**src/rtl/serial_pack_pkg.sv**
```systemverilog
// Shared definitions for the serial word packer: counter sizing and bit order.
package serial_pack_pkg;

  // First-received bit lands in the word MSB.
  localparam bit MSB_FIRST = 1'b1;

  function automatic int unsigned cnt_w(input int unsigned width);
    return $clog2(width) + 1;
  endfunction

endpackage

```
**src/rtl/serial_word_packer_if.sv**
```systemverilog
// Serial-in / word-out handshake bundle of the packer.
interface serial_word_packer_if
  import serial_pack_pkg::*;
#(
  parameter int unsigned DATA_WIDTH = 32
) ();

  localparam int unsigned CNT_W = cnt_w(DATA_WIDTH);

  logic                  din;
  logic                  din_valid;
  logic                  din_ready;
  logic                  flush;
  logic [DATA_WIDTH-1:0] dout;
  logic                  dout_valid;
  logic                  dout_ready;
  logic [CNT_W-1:0]      bit_cnt;

  modport master (
    output din, din_valid, flush, dout_ready,
    input  din_ready, dout, dout_valid, bit_cnt
  );

  modport slave (
    input  din, din_valid, flush, dout_ready,
    output din_ready, dout, dout_valid, bit_cnt
  );

endinterface

```
**src/rtl/serial_word_out_reg.sv**
```systemverilog
// One-entry valid/ready holding register; contents stay stable until drained.
module serial_word_out_reg #(
  parameter int unsigned WIDTH = 32
) (
  input  logic             clk,
  input  logic             rst_n,
  input  logic             load_i,
  input  logic [WIDTH-1:0] data_i,
  input  logic             ready_i,
  output logic [WIDTH-1:0] data_o,
  output logic             valid_o
);

  logic [WIDTH-1:0] data_q;
  logic             valid_q;

  // A load wins over a drain so back-to-back words leave no bubble.
  always_ff @(posedge clk or negedge rst_n) begin
    if (!rst_n) begin
      data_q  <= '0;
      valid_q <= 1'b0;
    end else if (load_i) begin
      data_q  <= data_i;
      valid_q <= 1'b1;
    end else if (valid_q && ready_i) begin
      valid_q <= 1'b0;
    end
  end

  assign data_o  = data_q;
  assign valid_o = valid_q;

endmodule

```
**src/rtl/serial_word_packer.sv**
```systemverilog
// Packs a 1-bit serial stream into DATA_WIDTH-bit words behind a one-entry output register.
module serial_word_packer
  import serial_pack_pkg::*;
#(
  parameter int unsigned DATA_WIDTH = 32
) (
  input  logic                 clk,
  input  logic                 resetn,
  serial_word_packer_if.slave  bus
);

  localparam int unsigned CNT_W = cnt_w(DATA_WIDTH);
  // The final bit goes straight into the output word, so W-1 bits of storage suffice.
  localparam int unsigned SR_W  = DATA_WIDTH - 1;

  logic [SR_W-1:0]       sr_q, sr_d;
  logic [CNT_W-1:0]      cnt_q, cnt_d;
  logic [DATA_WIDTH-1:0] word_c;
  logic                  last_c;
  logic                  din_ready_c;
  logic                  accept_c;
  logic                  load_c;

  assign last_c      = (cnt_q == CNT_W'(DATA_WIDTH - 1));
  assign din_ready_c = !bus.flush && !(last_c && bus.dout_valid && !bus.dout_ready);
  assign accept_c    = bus.din_valid && din_ready_c;
  assign load_c      = accept_c && last_c;

  always_comb begin
    if (MSB_FIRST) word_c = {sr_q, bus.din};
    else           word_c = {bus.din, sr_q};
  end

  always_comb begin
    sr_d  = sr_q;
    cnt_d = cnt_q;
    if (bus.flush) begin
      sr_d  = '0;
      cnt_d = '0;
    end else if (accept_c) begin
      sr_d  = MSB_FIRST ? word_c[SR_W-1:0] : word_c[DATA_WIDTH-1:1];
      cnt_d = last_c ? '0 : cnt_q + CNT_W'(1);
    end
  end

  always_ff @(posedge clk or negedge resetn) begin
    if (!resetn) begin
      sr_q  <= '0;
      cnt_q <= '0;
    end else begin
      sr_q  <= sr_d;
      cnt_q <= cnt_d;
    end
  end

  serial_word_out_reg #(
    .WIDTH (DATA_WIDTH)
  ) u_out_reg (
    .clk     (clk),
    .rst_n   (resetn),
    .load_i  (load_c),
    .data_i  (word_c),
    .ready_i (bus.dout_ready),
    .data_o  (bus.dout),
    .valid_o (bus.dout_valid)
  );

  assign bus.din_ready = din_ready_c;
  assign bus.bit_cnt   = cnt_q;

endmodule

```
**src/flat_wrapper.sv**
```systemverilog
// flat-port wrapper written by rule: the top's interface ports become plain ports
module serial_word_packer_flat import serial_pack_pkg::*;
#(
  parameter int unsigned DATA_WIDTH = 32
)
  (clk, resetn, bus_din, bus_din_valid, bus_flush, bus_dout_ready, bus_din_ready, bus_dout, bus_dout_valid, bus_bit_cnt);
  serial_word_packer_if #(.DATA_WIDTH(DATA_WIDTH)) bus_i ();
  input  logic clk;
  input  logic resetn;
  input wire logic [$bits(bus_i.din)-1:0] bus_din;
  input wire logic [$bits(bus_i.din_valid)-1:0] bus_din_valid;
  input wire logic [$bits(bus_i.flush)-1:0] bus_flush;
  input wire logic [$bits(bus_i.dout_ready)-1:0] bus_dout_ready;
  output wire logic [$bits(bus_i.din_ready)-1:0] bus_din_ready;
  output wire logic [$bits(bus_i.dout)-1:0] bus_dout;
  output wire logic [$bits(bus_i.dout_valid)-1:0] bus_dout_valid;
  output wire logic [$bits(bus_i.bit_cnt)-1:0] bus_bit_cnt;
  assign bus_i.din = bus_din;
  assign bus_i.din_valid = bus_din_valid;
  assign bus_i.flush = bus_flush;
  assign bus_i.dout_ready = bus_dout_ready;
  assign bus_din_ready = bus_i.din_ready;
  assign bus_dout = bus_i.dout;
  assign bus_dout_valid = bus_i.dout_valid;
  assign bus_bit_cnt = bus_i.bit_cnt;
  serial_word_packer #(.DATA_WIDTH(DATA_WIDTH)) u_core (.clk(clk), .resetn(resetn), .bus(bus_i));
endmodule
```
**config.mk**
```make
export PLATFORM = sky130hd
export DESIGN_NAME = serial_word_packer_flat
export DESIGN_NICKNAME = d
export VERILOG_FILES = /design/src/rtl/serial_pack_pkg.sv /design/src/rtl/serial_word_packer_if.sv /design/src/rtl/serial_word_out_reg.sv /design/src/rtl/serial_word_packer.sv /design/src/flat_wrapper.sv
export SDC_FILE = /design/constraint.sdc
export NUM_CORES = 1
export LEC_CHECK = 0
export ABC_AREA = 1
export BUFFER_PORTS_ARGS = -buffer_cell sky130_fd_sc_hd__buf_2
export CELL_PAD_IN_SITES_DETAIL_PLACEMENT = 1
export CELL_PAD_IN_SITES_GLOBAL_PLACEMENT = 1
export CORE_ASPECT_RATIO = 1.75
export CORE_MARGIN = 4
export CORE_UTILIZATION = 45
export CTS_BUF_LIST = sky130_fd_sc_hd__clkbuf_4 sky130_fd_sc_hd__clkbuf_8
export DETAILED_ROUTE_END_ITERATION = 16
export GPL_ROUTABILITY_DRIVEN = 0
export PLACE_DENSITY = 0.93
export REMOVE_ABC_BUFFERS = 1
export SLEW_MARGIN = 40
export SYNTH_ARGS = -nofsm -noshare
export SYNTH_HDL_FRONTEND = slang
export SYNTH_SLANG_ARGS = --single-unit
export TNS_END_PERCENT = 20
```
**constraint.sdc**
```tcl
create_clock -name clk -period 1.9 [get_ports clk]
set_clock_uncertainty 0.05 [all_clocks]
set_input_delay 0.38 -clock clk [delete_from_list [all_inputs] [get_ports clk]]
set_output_delay 0.38 -clock clk [all_outputs]
set_load 0.05 [all_outputs]
```
==> results of run 1 <==
-- through the flow --
| stage | TNS (ns) | util [%] | hold WS (ns) | total power [W] | worst slack, ns |
|---|---|---|---|---|---|
| 2_1_floorplan | -46.02 | - | 0.0344 | 0.00163 | -1.05 |
| 3_3_place_gp | 0 | 51.2 | 0.377 | 0.00172 | 0.162 |
| 3_5_place_dp | 0 | 51.2 | 0.384 | 0.00173 | 0.0319 |
| 4_1_cts | 0 | 55.8 | 0.205 | 0.00324 | 0.00233 |
| 5_1_grt | -0.0469 | 55.9 | 0.230 | 0.00333 | -0.0469 |
| 6_report | -0.0143 | 55.9 | 0.217 | 0.00321 | -0.0143 |
-- area by class of cell --
class | instances | area, um^2
Fill cell | 805 | 2930
Multi-Input combinational cell | 201 | 1090
Sequential cell | 70 | 1750
Clock buffer | 10 | 138
Tap cell | 82 | 103
Timing Repair Buffer | 60 | 372
Clock inverter | 6 | 109
Inverter | 39 | 146
-- per-layer routing --
layer	track usage (%)	vias to the layer above	wire [um]
li1	-	1167	-
met1	24.9	1290	2970
met2	34.8	71	4340
met3	3.93	30	319
met4	11.5	0	297
met5	0	-	0
-- worst reg2reg max path: stages (launching register included) --
cell	delay, ns
dfrtp_1	0.42
ha_4	0.17
nand3_4	0.11
o21bai_4	0.20
nand2_4	0.08
buf_4	0.20
nand2_8	0.21
nand3_1	0.13
nand2_1	0.10
-- power groups by stage --
stage	combinational, W	clock, W	sequential, W
after detailed placement	0.000187	0	0.00154
final	0.000207	0.00149	0.00152
after global routing	0.000228	0.00159	0.00152
after CTS	0.000208	0.00151	0.00151
after global placement	0.000180	0	0.00154
after floorplan	0.0000609	0	0.00157
-- cells by family after synthesis --
group                      synth area share (%)
AOI/OAI and AO/OA                          8.72
and+or+nand+nor                            24.6
xor gates and xnor gates                  0.283
DFF                                        56.5
buffers and inverters                      9.52
adders and majority gates                 0.403
-- registers in the layout, summed over array words and instances (netlist names) --
name                      flops
u_core.u_out_reg.data_o      32
u_core.sr_q                  31
u_core.bus.bit_cnt            6
u_core.u_out_reg.valid_o      1
-- how the worst min path moves through the flow --
| stage | from | end | slack, ns |
|---|---|---|---|
| CTS | bus_din | u_core.u_out_reg.data_o[0]$_DFFE_PN0P_ | 0.20 |
| finish | bus_din | u_core.u_out_reg.data_o[0]$_DFFE_PN0P_ | 0.22 |
| detailed placement | resetn | u_core.u_out_reg.data_o[7]$_DFFE_PN0P_ | 0.38 |
| global route | bus_din | u_core.sr_q[0]$_DFFE_PN0P_ | 0.23 |
| global placement | resetn | u_core.u_out_reg.data_o[6]$_DFFE_PN0P_ | 0.38 |
| floorplan | resetn | u_core.bus.bit_cnt[0]$_DFFE_PN0P_ | 0.03 |
-- repair_timing --
action                                  4_1_cts  5_1_grt
buffers inserted                              3        0
pin swaps                                     3        0
endpoints found under the setup margin        2       35
resized for setup                             5        1
hold endpoints to repair                      7        0
hold buffers                                  1        0
gates cloned                                  0        0
-- cells in the final DEF (no fill, tap or decap) --
cell type,instances
nand4_4,1
buf_4,12
nand3_1,72
dlygate4sd3_1,1
ha_4,1
buf_2,44
nand3_4,1
nand2_4,1
nand2_1,78
clkbuf_8,10
nand4_1,6
nand2_8,1
clkinv_1,1
clkinv_2,2
o21ai_2,23
clkinv_4,1
dfrtp_1,70
nor2_1,4
buf_6,1
o21ai_1,9
o21bai_4,1
o21ai_0,1
bufinv_16,3
xor2_1,1
buf_12,2
inv_1,38
nor2_4,1
==> impl_metrics.toml, run 1 <==
[route]
via_per_inst = 5.47
drtAntennaViolNets = 0
wl_per_cell_um = 16.9
drcViolationCount = 0
via_count = 2558
firstDrtPassIters = 4
drt_iter0_markers = 148
wl_um = 7930

[worst_setup_path]
critPathLaunch = "u_core.bus.bit_cnt[1]$_DFFE_PN0P_"
cp.depth = 5
crit_path_end_kind = "output port"
crit_buf_inv = 1
cp_max_fo = 3
timing_worst_setup_path_type = "register to output port"
reg2reg_depth = 8
endpoint = "bus_din_ready"
r2r_start = "u_core.bus.bit_cnt[1]$_DFFE_PN0P_"
setup.worst_path.start_class = "register"
cp.arrival_ns = 1.48
cp.required_ns = 1.47
max_stage_delay_ns = 0.42
r2r-end = "u_core.bus.bit_cnt[4]$_DFFE_PN0P_"
path_cells = "ha_4 -> nand3_4 -> o21bai_4 -> nand2_4 -> buf_6"
cp_top_family = "flip-flops"
slowest_stage = "dfrtp_1"
r2r_slack_ns = 0.17

[logic_synthesis]
netlist_area_um2 = 3100
async_flop_share_pct = 100
avgSynthCellArea_um2 = 9.37
synth_edf_count = 0
synth_seq_cells = 70
synth_top_area_cell = "dfrtp_1"
yosysSeqAreaShare_pct = 56.5
synth.area.top_cells = "dfrtp_1, nand3_1, nand2_1"
synth_top_area_share_pct = 56.5
synth_warnings = 0
ys.flop_type = "dfrtp_1"
yosysMostFrequentCell = "nand2_1"
synthDistinctLibCells = 21
synthCells = 331
synthTopCellsByCount = "nand2_1, nand3_1, dfrtp_1, inv_1, o21ai_2"

[final_layout]
finish.instance_area_um2 = 3710
fin_nets = 388
final_cell_count_no_fill = 468
diodes = 0
area_growth_pct = 19.7
drive_above_1_share_pct = 27.2

[pwr]
power_density_nw_per_um2 = 866
switching_share_pct = 23.3
combPwrFrac_pct = 6.5
clkPwrFrac_pct = 46.3
p_seq_share_pct = 47.2
p_leak_nw = 1.94
vdd_drop_max_uv = 465
p_int_w = 0.00246
power_switching_w = 0.000747

[worst_hold_path]
hold_depth = 3
min_path_type = "input pin to register"

[floorplan]
rows = 39
die_area_um2 = 8330
die_w_um = 70.7
core_area_um2 = 6640
ios = 46
initial_core_util_pct = 46.7
die_h_um = 118

[global_route]
grt_pass1_vias = 2743
overflow = 0
grt_max_degree = 71
track_usage_pct = 20.9
grt_antenna_before_repair = 0
grt_pass1_wl_um = 13800

[cts]
cts-root-buf = "clkbuf_8"
clock_path_buffers = 2
worst_skew_pair.late_latency_ns = 0.36
cts.sinks = 70
cts_tree = "built"
clk_pin_slew_ns = 0.07
htree_num_levels = 3
cts_buffers = 9

[sta]
period_needed_ns = 1.91
hold_viol = 0
slew_violations = 0
fin_ws_ns = -0.0143
slew_headroom_pct = 74.9
fmax_mhz = 522
worst_slew_pin_slew_ns = 0.377
timing.final.crit_share_pct = 101
setup_viol = 1
rsz0062_at_grt = "yes"

[placement]
port_buffers = 45
dp_hpwl_um = 5140
placed_area_um2 = 3400
dp.cells = 448

[outcome]
status = "finished, violations left"
violations = "negative setup slack"

[job]
cap_violations = 0
Note: power is estimated with default switching activity, not from simulation.
==> inputs of run 2 (changes only) <==
- CTS_CLUSTER_SIZE: not set -> 10
- GPL_TIMING_DRIVEN: not set -> 0
==> run 2 against run 1 <==
Clock power fell by 19%; critical path depth down 1; the run still ends with negative setup slack left; final area fell by 0.17%; utilization is 0.094 points lower; count of clock-buffer cells in the layout increased by 1; non-clock buffer count shrank 3; routed wire length is 2.0% lower; die area did not move; power down 8.8%; final cell count fell by 0.43%; first-iteration DRC count is 5.4% higher; register-to-register slack barely moved.
==> impl_metrics.toml, run 2 (synthesis gave the netlist of run 1 again) <==
[sta]
fmax_mhz = 514
worst_slew_pin_slew_ns = 0.511
setup_viol = 1
holdWs_ns = 0.236
slew_headroom_pct = 66.0
slew_violations = 0
rsz0062_at_grt = "yes"
fin_ws_ns = -0.0437
period_needed_ns = 1.94
timing.final.crit_share_pct = 102
hold_viol = 0

[pwr]
p_leak_nw = 1.91
vdd_drop_max_uv = 550
power_density_nw_per_um2 = 791

[floorplan]
die_h_um = 118
rows = 39
ios = 46
core_area_um2 = 6640
initial_core_util_pct = 46.7
die_w_um = 70.7
die_area_um2 = 8330

[cts]
clock_path_buffers = 2
worst_skew_pair.late_latency_ns = 0.36
clk_pin_slew_ns = 0.07
cts-root-buf = "clkbuf_8"
htree_num_levels = 3
cts.sinks = 70
cts_buffers = 9
cts_tree = "built"

[global_route]
grt_pass1_wl_um = 13000
grt_antenna_before_repair = 0
overflow = 0
track_usage_pct = 19.8
grt_pass1_vias = 2582
grt_max_degree = 60

[route]
drcViolationCount = 0
firstDrtPassIters = 4
drt_iter0_markers = 156
drtAntennaViolNets = 0
wl_per_cell_um = 16.7
wl_um = 7770
via_per_inst = 5.35
via_count = 2493

[placement]
dp_hpwl_um = 4470
port_buffers = 45
placed_area_um2 = 3340

[final_layout]
area_growth_pct = 19.5
fillers = 773
final_common_cell = "nand2_1"
finish.instance_area_um2 = 3700
largest_reg_flops = 32
multi_input_area_um2 = 1140
diodes = 0
fin_nets = 387
drive_above_1_share_pct = 28.1
layout_common_cells = "nand2_1, nand3_1, dfrtp_1"
seq_area_um2 = 1750

[job]
cap_violations = 0

[outcome]
status = "finished, violations left"
violations = "negative setup slack"

[worst_setup_path]
setup.worst_path.start_class = "register"
cp.required_ns = 1.47
crit_path_end_kind = "output port"
timing_worst_setup_path_type = "register to output port"
cp_max_fo = 4
cp.arrival_ns = 1.51

[worst_hold_path]
min_path_type = "input pin to register"
run 2: cell types whose count changed in the layout (fill, tap and decap cells not counted), moves of 2 or more:
cell	before	now
buf_2	44	42
buf_4	12	10
bufinv_16	3	1
dfrtp_1	70	68
dfrtp_2	0	2
nand2_1	78	76
nand2_2	0	2
run 2: timing repair:
item | in CTS | in global routing
endpoints found under the hold margin | 11 | 0
endpoints found under the setup margin | 71 | 63
buffers inserted | 5 | 4
gates cloned | 2 | 0
hold buffers | 1 | 0
pin swaps | 2 | 1
gates resized for setup | 10 | 3
run 2: routing by layer:
metal,track usage (%),vias up,wire length [um]
li1,-,1178,-
met2,31.0,48,4150
met3,5.38,14,274
met5,0,-,0
met1,25.2,1253,3160
met4,9.53,0,185
run 2: through the flow:
stage | worst slack (ns) | utilization [%] | setup TNS [ns] | power (W) | std cells
finish | -0.0437 | 55.8 | -0.0437 | 0.00293 | 466
global route | -0.103 | 55.8 | -0.103 | 0.00305 | 466
CTS | -0.0762 | 55.0 | -0.0762 | 0.00295 | 462
detailed placement | -0.464 | 50.4 | -26.33 | 0.00172 | 439
global placement | -1.61 | 49.4 | -89.78 | 0.00170 | 437
floorplan | -1.05 | - | -46.02 | 0.00163 | 310
run 2: layout make-up:
class                      instances  area share [%]
sequential                        70            47.4
multi-input combinational        203            30.7
timing repair buffer              57            9.86
inverter                          39            4.09
clock buffer                      11            3.92
tap                               82            2.77
clock inverter                     4            1.28
run 2: power by group:
part	total (W)	internal, W	switching, W	leakage [nW]
registers	0.00152	0.00150	0.0000145	0.971
logic	0.000215	0.0000582	0.000156	0.840
clock network	0.00120	0.000645	0.000552	0.0986
total	0.00293	0.00221	0.000723	1.91
run 2: final timing paths:
| check | from | endpoint | slack, ns | cells after the start |
|---|---|---|---|---|
| setup reg to reg | u_core.u_out_reg.valid_o$_DFFE_PN0P_ | u_core.bus.bit_cnt[0]$_DFFE_PN0P_ | 0.17 | 7 |
| setup / recovery | u_core.u_out_reg.valid_o$_DFFE_PN0P_ | bus_din_ready | -0.04 | 4 |
| hold reg to reg | u_core.u_out_reg.data_o[29]$_DFFE_PN0P_ | u_core.u_out_reg.data_o[29]$_DFFE_PN0P_ | 0.43 | 2 |
| max in group asynchronous | resetn | u_core.sr_q[21]$_DFFE_PN0P_ | 0.93 | 3 |
| hold / removal | bus_din | u_core.sr_q[0]$_DFFE_PN0P_ | 0.24 | 3 |
| min in group asynchronous | resetn | u_core.u_out_reg.data_o[10]$_DFFE_PN0P_ | 0.35 | 2 |
run 2: critical path, cell delays in order (launching register included):
cell and delay, ns:
dfrtp_1 0.42, nand2_1 0.27, nand2_2 0.19, nand2_8 0.12
buf_6 0.16
